## src/rtl/cube_arbiter.sv

```systemverilog
// rtl/cube_arbiter.sv - round-robin, credit-gated sharing of one fixed-latency cube datapath
// Results retire in issue order into a response FIFO tagged with the requester index.
module cube_arbiter #(
  parameter int NUM_REQ    = 4,
  parameter int WIDTH      = 32,
  parameter int CUBE_LAT   = 5,
  parameter int FIFO_DEPTH = 4,
  parameter int TAG_W      = $clog2(NUM_REQ)
) (
  input  logic                             clock,
  input  logic                             reset_done,
  input  logic [NUM_REQ-1:0]               req_valid,
  input  logic [NUM_REQ*WIDTH-1:0]         req_num,
  output logic [NUM_REQ-1:0]               req_ready,
  output logic [WIDTH-1:0]                 cube_num,
  input  logic [WIDTH-1:0]                 cube_result,
  output logic                             rsp_valid,
  input  logic                             rsp_ready,
  output logic [TAG_W-1:0]                 rsp_tag,
  output logic [WIDTH-1:0]                 rsp_data,
  output logic [$clog2(FIFO_DEPTH+1)-1:0]  inflight
);

  localparam int CW = $clog2(FIFO_DEPTH+1);
  localparam int PW = (FIFO_DEPTH > 1) ? $clog2(FIFO_DEPTH) : 1;
  localparam logic [CW:0]      CREDIT_MAX = (CW+1)'(FIFO_DEPTH);
  localparam logic [PW-1:0]    PTR_LAST   = PW'(FIFO_DEPTH-1);
  localparam logic [TAG_W-1:0] TAG_LAST   = TAG_W'(NUM_REQ-1);

  logic [TAG_W-1:0] rr_q, rr_d, grant, idx;
  logic             found, credit_ok, hs, push, pop;
  logic [WIDTH-1:0] cube_num_q, cube_num_d;
  logic             trk_vld_q [CUBE_LAT+1];
  logic             trk_vld_d [CUBE_LAT+1];
  logic [TAG_W-1:0] trk_tag_q [CUBE_LAT+1];
  logic [TAG_W-1:0] trk_tag_d [CUBE_LAT+1];
  logic [TAG_W-1:0] mem_tag_q [FIFO_DEPTH];
  logic [TAG_W-1:0] mem_tag_d [FIFO_DEPTH];
  logic [WIDTH-1:0] mem_data_q [FIFO_DEPTH];
  logic [WIDTH-1:0] mem_data_d [FIFO_DEPTH];
  logic [PW-1:0]    wr_q, wr_d, rd_q, rd_d;
  logic [CW-1:0]    count_q, count_d, inflight_q, inflight_d;

  // Credit counts both results still in the pipe and results parked in the FIFO.
  assign credit_ok = ({1'b0, inflight_q} + {1'b0, count_q}) < CREDIT_MAX;

  always_comb begin
    found = 1'b0;
    grant = '0;
    idx   = '0;
    for (int off = 0; off < NUM_REQ; off++) begin
      idx = TAG_W'((int'(rr_q) + off) % NUM_REQ);
      if (!found && req_valid[idx]) begin
        found = 1'b1;
        grant = idx;
      end
    end
    hs = found && credit_ok && !reset_done;
  end

  always_comb begin
    req_ready  = '0;
    cube_num_d = '0;
    for (int i = 0; i < NUM_REQ; i++) begin
      if (hs && grant == TAG_W'(i)) begin
        req_ready[i] = 1'b1;
        cube_num_d   = req_num[i*WIDTH +: WIDTH];
      end
    end
    rr_d = rr_q;
    if (hs) rr_d = (grant == TAG_LAST) ? '0 : grant + TAG_W'(1);
  end

  // Stage 0 is loaded alongside cube_num, so the last of CUBE_LAT+1 stages
  // lines up with cube_result for that operand.
  always_comb begin
    trk_vld_d[0] = hs;
    trk_tag_d[0] = hs ? grant : '0;
    for (int j = 1; j <= CUBE_LAT; j++) begin
      trk_vld_d[j] = trk_vld_q[j-1];
      trk_tag_d[j] = trk_tag_q[j-1];
    end
  end

  assign push = trk_vld_q[CUBE_LAT];
  assign pop  = (count_q != '0) && rsp_ready;

  always_comb begin
    mem_tag_d  = mem_tag_q;
    mem_data_d = mem_data_q;
    wr_d       = wr_q;
    rd_d       = rd_q;
    count_d    = count_q;
    inflight_d = inflight_q;
    if (push) begin
      mem_tag_d[wr_q]  = trk_tag_q[CUBE_LAT];
      mem_data_d[wr_q] = cube_result;
      wr_d = (wr_q == PTR_LAST) ? '0 : wr_q + PW'(1);
    end
    if (pop) rd_d = (rd_q == PTR_LAST) ? '0 : rd_q + PW'(1);
    if (push && !pop) count_d = count_q + CW'(1);
    if (!push && pop) count_d = count_q - CW'(1);
    if (hs && !push) inflight_d = inflight_q + CW'(1);
    if (!hs && push) inflight_d = inflight_q - CW'(1);
  end

  always_ff @(posedge clock or posedge reset_done) begin
    if (reset_done) begin
      rr_q       <= '0;
      cube_num_q <= '0;
      wr_q       <= '0;
      rd_q       <= '0;
      count_q    <= '0;
      inflight_q <= '0;
      for (int j = 0; j <= CUBE_LAT; j++) begin
        trk_vld_q[j] <= 1'b0;
        trk_tag_q[j] <= '0;
      end
      for (int k = 0; k < FIFO_DEPTH; k++) begin
        mem_tag_q[k]  <= '0;
        mem_data_q[k] <= '0;
      end
    end else begin
      rr_q       <= rr_d;
      cube_num_q <= cube_num_d;
      wr_q       <= wr_d;
      rd_q       <= rd_d;
      count_q    <= count_d;
      inflight_q <= inflight_d;
      trk_vld_q  <= trk_vld_d;
      trk_tag_q  <= trk_tag_d;
      mem_tag_q  <= mem_tag_d;
      mem_data_q <= mem_data_d;
    end
  end

  assign cube_num  = cube_num_q;
  assign inflight  = inflight_q;
  assign rsp_valid = (count_q != '0);
  assign rsp_tag   = rsp_valid ? mem_tag_q[rd_q] : '0;
  assign rsp_data  = rsp_valid ? mem_data_q[rd_q] : '0;

endmodule
```

## config.mk

```make
export PLATFORM = sky130hd
export DESIGN_NAME = cube_arbiter
export DESIGN_NICKNAME = d
export VERILOG_FILES = /design/src/rtl/cube_arbiter.sv
export SDC_FILE = /design/constraint.sdc
export NUM_CORES = 1
export LEC_CHECK = 0
export CORE_AREA = 2 2 199 103
export DETAILED_ROUTE_END_ITERATION = 12
export DIE_AREA = 0 0 201 105
export PLACE_DENSITY = 0.86
export SYNTH_ARGS = -nofsm -noshare
export SYNTH_HDL_FRONTEND = slang
export SYNTH_SLANG_ARGS = --single-unit
```

## constraint.sdc

```tcl
create_clock -name clock -period 9.75 [get_ports clock]
set_input_delay 1.95 -clock clock [delete_from_list [all_inputs] [get_ports clock]]
set_output_delay 1.95 -clock clock [all_outputs]
set_load 0.005 [all_outputs]
```

After elaboration in Yosys (flattened, before gate mapping)
Cells that the tools add are included.
{"block": "classes", "addsub": 11, "n_mul": 0, "n_div": 0, "magnitude_cmp": 8, "n_eq_ne": 5, "shifts": 0, "muxes": 46, "n_bitwise": 2, "n_reduce_logical": 26}
{"operator": "$mux W32", "n": 8}
{"operator": "$bwmux W128", "n": 1}
{"operator": "$bmux W32 S2", "n": 1}
{"operator": "$demux W32 S2", "n": 1}
{"operator": "$mux W2", "n": 12}
{"operator": "$logic_and A1 B1 Y1", "n": 15}
{"operator": "$lt A2 B3 Y1 const B", "n": 4}
{"operator": "$mux W1", "n": 12}
{"operator": "$mux W3", "n": 4}
{"operator": "$add A2 B1 Y2 const B", "n": 4}
{"operator": "$bmux W1 S2", "n": 4}
{"operator": "$bwmux W8", "n": 1}
{"operator": "$eq A2 B2 Y1 const B", "n": 4}
{"operator": "$logic_not A1 Y1", "n": 7}
{"operator": "$add A3 B1 Y3 const B", "n": 2}
{"operator": "$ge A3 B3 Y1 const B", "n": 2}
{"operator": "$not A2 Y3", "n": 2}
{"operator": "$sub A3 B1 Y3 const B", "n": 2}
{"operator": "$add A2 B2 Y2 const B", "n": 2}
{"operator": "$add A3 B3 Y4", "n": 1}
{"operator": "$bmux W2 S2", "n": 1}
{"operator": "$demux W2 S2", "n": 1}
{"operator": "$lt A4 B3 Y1 const B", "n": 1}
{"operator": "$reduce_bool A2 Y1", "n": 2}
{"operator": "4 further kinds", "n": 4}
{"block": "word_totals", "ff_bits": 198, "latchBits": 0, "ram_bits": 0, "rom_bits": 0, "in_bits": 167, "out_inout_bits": 74, "word_cells": 124, "memories": 0}

Depth between registers and ports, before layout
{"block": "depth", "ltp_word": 19, "depth_mapped": 10, "mapped_depth_nobuf": 9}

Worst setup path before layout
Ideal clock, no wire load.
{"block": "synth_path", "path_type": "input -> output", "from": "input port req_valid[2]", "to": "output port req_ready[2]", "arrival_ns": 3.362, "t_required_ns": 7.800, "setup_slack_ns": 4.438, "cell_stages": 8, "n_path_buf": 2, "cell_sequence": "mux2i_1 nor2_1 or3_1 ha_1 clkbuf_1 inv_1 clkbuf_1 nor2_1"}
{"block": "synth_between", "elab_chain_cells": 16, "elab_cells_between_ends": 27, "classes_between": "eq/ne (1); mux (17); reduce/logical (9)"}
{"item": "start: declaration", "line": "12", "text": "input logic [NUM_REQ-1:0] req_valid,"}
{"item": "$bmux W1 S2", "line": "53", "text": "if (!found && req_valid[idx]) begin"}
{"item": "$mux W1 (not written as such)", "line": "53"}
{"item": "$mux W1", "line": "53"}
{"item": "$logic_not A1 Y1", "line": "53"}
{"item": "$logic_and A1 B1 Y1", "line": "53"}
{"item": "$mux W1", "line": "53"}
{"item": "$logic_not A1 Y1", "line": "53"}
{"item": "$logic_and A1 B1 Y1", "line": "53"}
{"item": "$mux W1", "line": "53"}
{"item": "$logic_not A1 Y1", "line": "53"}
{"item": "$logic_and A1 B1 Y1", "line": "53"}
{"item": "$mux W1", "line": "53"}
{"item": "$logic_and A1 B1 Y1 (2 in series)", "line": "58", "text": "hs = found && credit_ok && !reset_done;"}
{"item": "$logic_and A1 B1 Y1 (*)", "line": "65", "text": "if (hs && grant == TAG_W'(i)) begin"}
{"item": "$mux W1 (*)", "line": "65"}
{"item": "end: declaration", "line": "14", "text": "output logic [NUM_REQ-1:0] req_ready,"}
Every way passes the cells marked *; elsewhere a longest branch is shown, timed or not. The select of a mux whose other input is x is not followed.

Worst setup path in the final report
{"block": "layout_path", "from": "input port req_valid[3]", "to": "output port req_ready[3]"}
Same word-level chain as after synthesis.

==> reports/summary.txt <==
Status = completed
Fin. Hold Viols = 0
Final TNS setup = 0 ns
Synth Flop Type = dfrtp_1
Crit start category = primary input
Final setup fails = 0
# rows = 36
Die H = 105 um
Setup bufs post-CTS = 0
Post-synthesis sequential area ratio = 0.527
Post-synthesis cell type count = 38
Yosys warns = 0
Crit-path most repeated cell = clkdlybuf4s50_1
Layout cells sized above 1 = 0.242
FF+latch area = 0.00496 mm2
Worst EP arrival = 4.97 ns
Final Instance Area = 0.0126 mm2
Cell count after synthesis = 695
Min-delay src = trk_vld_d[0]$_DFF_PP0_
Worst hold margin = 0.348 ns
CTS sink count = 198
Cell with the most instances after synthesis = dfrtp_1
Seq cells post-synth = 198
Via count = 6550
Max rail drop VDD = 0.133 mV
Clock period minus worst slack = 6.92 ns
Vias in the first global route = 7021
Multi-input combinational cell area = 0.00418 mm2
Post-synthesis cell area = 0.00941 mm2
Routed Antenna Nets = 0
Slowest CP cell = clkdlybuf4s50_1
Area of the die = 0.0211 mm2
CTS buffer count = 17
Compound-Gate Fraction of Synth Area = 0.0818
GP Congestion = 0.898
Number of synthesized flops with an enable pin = 0
First-pass GRT wire length = 37.8 mm
Crit Reg-Reg Startpoint = rr_q[1]$_DFFE_PP0P_
Grt ovf = 0
Placed Instance Area = 0.0120 mm2
Vias/cell = 5.53
Crit path buffers/inverters = 4
Max-slew violations = 0
Root buffer cell = clkbuf_16
Avg WL per Cell = 19.9 um
Crit-path max cell delay = 0.61 ns
Largest delay share family, worst path = buffers and inverters
Clock-pin slew on the worst setup and hold paths = 0.07 ns
RSZ-0062 raised after global routing = no
Crit path max fanout = 33
Simple-gate area share of the yosys netlist = 0.0822
Adder-cell share of the synthesized area = 0.0215
CP Launch Point = req_valid[3]
Hold/Removal Path Class = reg -> reg
Mux contribution to synthesized area = 0.251
Share of the synthesized area in the top cell type = 0.527
Setup Crit Path Kind = in -> out
Nature of the critical path endpoint = output port
Largest net degree at the start of global routing = 118
Drt drc = 0
Final #Nets = 1088
FF-to-FF setup slack = 6.76 ns
Clk_skew = 0.0106 ns
# fillers = 1391
Synth cell count leaders = dfrtp_1 (198), mux2_2 (138), and2_1 (37), nand2_1 (37), a21oi_1 (35)
Initial Utilization = 0.489
Diodes inserted = 0
Initial antenna violation count = 0
Slew @ Worst Pin = 1.11 ns
CTS tree = yes
DPL Wire Length = 15.6 mm
Total GRT Usage = 0.228
Drt first-iter violations = 349
Cts hold-fix bufs = 0
Critical Path RT = 7.80 ns
Max-cap viol count = 0
Drt total wl = 23.6 mm
Largest family of logic cells by synthesized area = multiplexers
Post-CTS sizing = 0
Asr flop ratio synth = 1.00
Static leakage = 5.47 nW
Clock latency at the later pin of the worst-skew pair = 0.42 ns
Area leader, netlist = dfrtp_1
Max Buffers Root-to-Sink = 2
Top post-synthesis cells by area = dfrtp_1 (53%), mux2_2 (17%), mux4_2 (8.1%)
Initial DRT Pass Iterations = 5
Post-Synth XOR/XNOR Area = 0.00559
Slew headroom = 0.262
Period Utilization, post-route = 0.710
CP cell instances = clkdlybuf4s50_1, and3b_1, nor3_1, ha_1, buf_4, inv_1, nor2_1, clkdlybuf4s50_1
Post-Syn Nets = 877
Die span in x = 201 um
Upper clock frequency limit = 0.144 GHz
IO buf count = 240
H-tree depth = 4
P&R area growth vs syn = 33.8%
Power density cells = 311 mW/mm2
CORE AREA = 0.0192 mm2
I/O Pins = 241
Total power = 3.92 mW
Syn_area_per_cell = 13.5 um2
## placed cells by master (no fill, tap or decap), types with 4 or more instances in the layout
| master | instances |
|---|---|
| clkdlybuf4s50_1 | 240 |
| dfrtp_1 | 196 |
| mux2_2 | 138 |
| and2_1 | 37 |
| a21oi_1 | 35 |
| mux4_2 | 34 |
| and3b_1 | 33 |
| a21o_1 | 33 |
| nand2_1 | 33 |
| o221ai_1 | 32 |
| clkbuf_16 | 17 |
| inv_1 | 12 |
| ha_1 | 12 |
| nor2_1 | 6 |
| buf_4 | 5 |
| nand2_2 | 4 |
| xor2_1 | 4 |
## worst register-to-register path, delay by kind of cell, from the launching register on
family	cells	cell delay, ns
AO/OA/AOI/OAI	5	1.16
adder cells (fa/ha/maj)	1	0.19
flip-flops	1	0.48
buffers and inverters	2	1.04
## through the flow
stage / instances / utilization / setup slack (ns)
2_1_floorplan: 695 / - / 2.40
3_3_place_gp: 1153 / 0.622 / 2.95
3_5_place_dp: 1153 / 0.622 / 2.82
4_1_cts: 1185 / 0.654 / 2.82
5_1_grt: 1185 / 0.654 / 2.61
6_report: 1185 / 0.654 / 2.83
## registers in the layout, indices dropped and copies added (netlist names)
name	cells
count_q	3
cube_num	32
inflight	3
mem_data_q	128
mem_tag_q	8
push	1
rd_q	2
rr_q	2
trk_tag_d	10
trk_tag_q	2
trk_vld_d	5
wr_q	2
## layer usage
layer  routed length, um  track usage
met4                 223       0.0545
met2               11900        0.391
met3                1120       0.0483
met5                   0            0
met1               10300        0.299
## cell families after synthesis
family | count (synthesis)
AND/OR/NAND/NOR | 124
adder cells (fa/ha/maj) | 15
XOR/XNOR | 6
multiplexers | 176
flip-flops | 198
AO/OA/AOI/OAI | 109
buffers and inverters | 67
## final cells by class
class,count,area share
Sequential cell,198,0.394
Multi-Input combinational cell,430,0.332
Timing Repair Buffer,245,0.194
Clock buffer,23,0.0380
Tap cell,266,0.0264
Clock inverter,9,0.0110
Inverter,14,0.00497
## where the power goes
part | switching [mW] | leakage (nW) | internal, mW
combinational | 0.650 | 2.75 | 1.11
clock | 0.306 | 0.291 | 0.428
sequential | 0.237 | 2.43 | 1.19
## final timing paths
kind	endpoint	cells after the start
max	req_ready[3]	8
min	push$_DFF_PP0_	0
max reg2reg	cube_num[24]$_DFF_PP0_	8
min reg2reg	push$_DFF_PP0_	0
max in group asynchronous	rd_q[0]$_DFFE_PP0N_	3
min in group asynchronous	count_q[2]$_DFFE_PP0P_	2
Power figures use the tool's default switching activity.
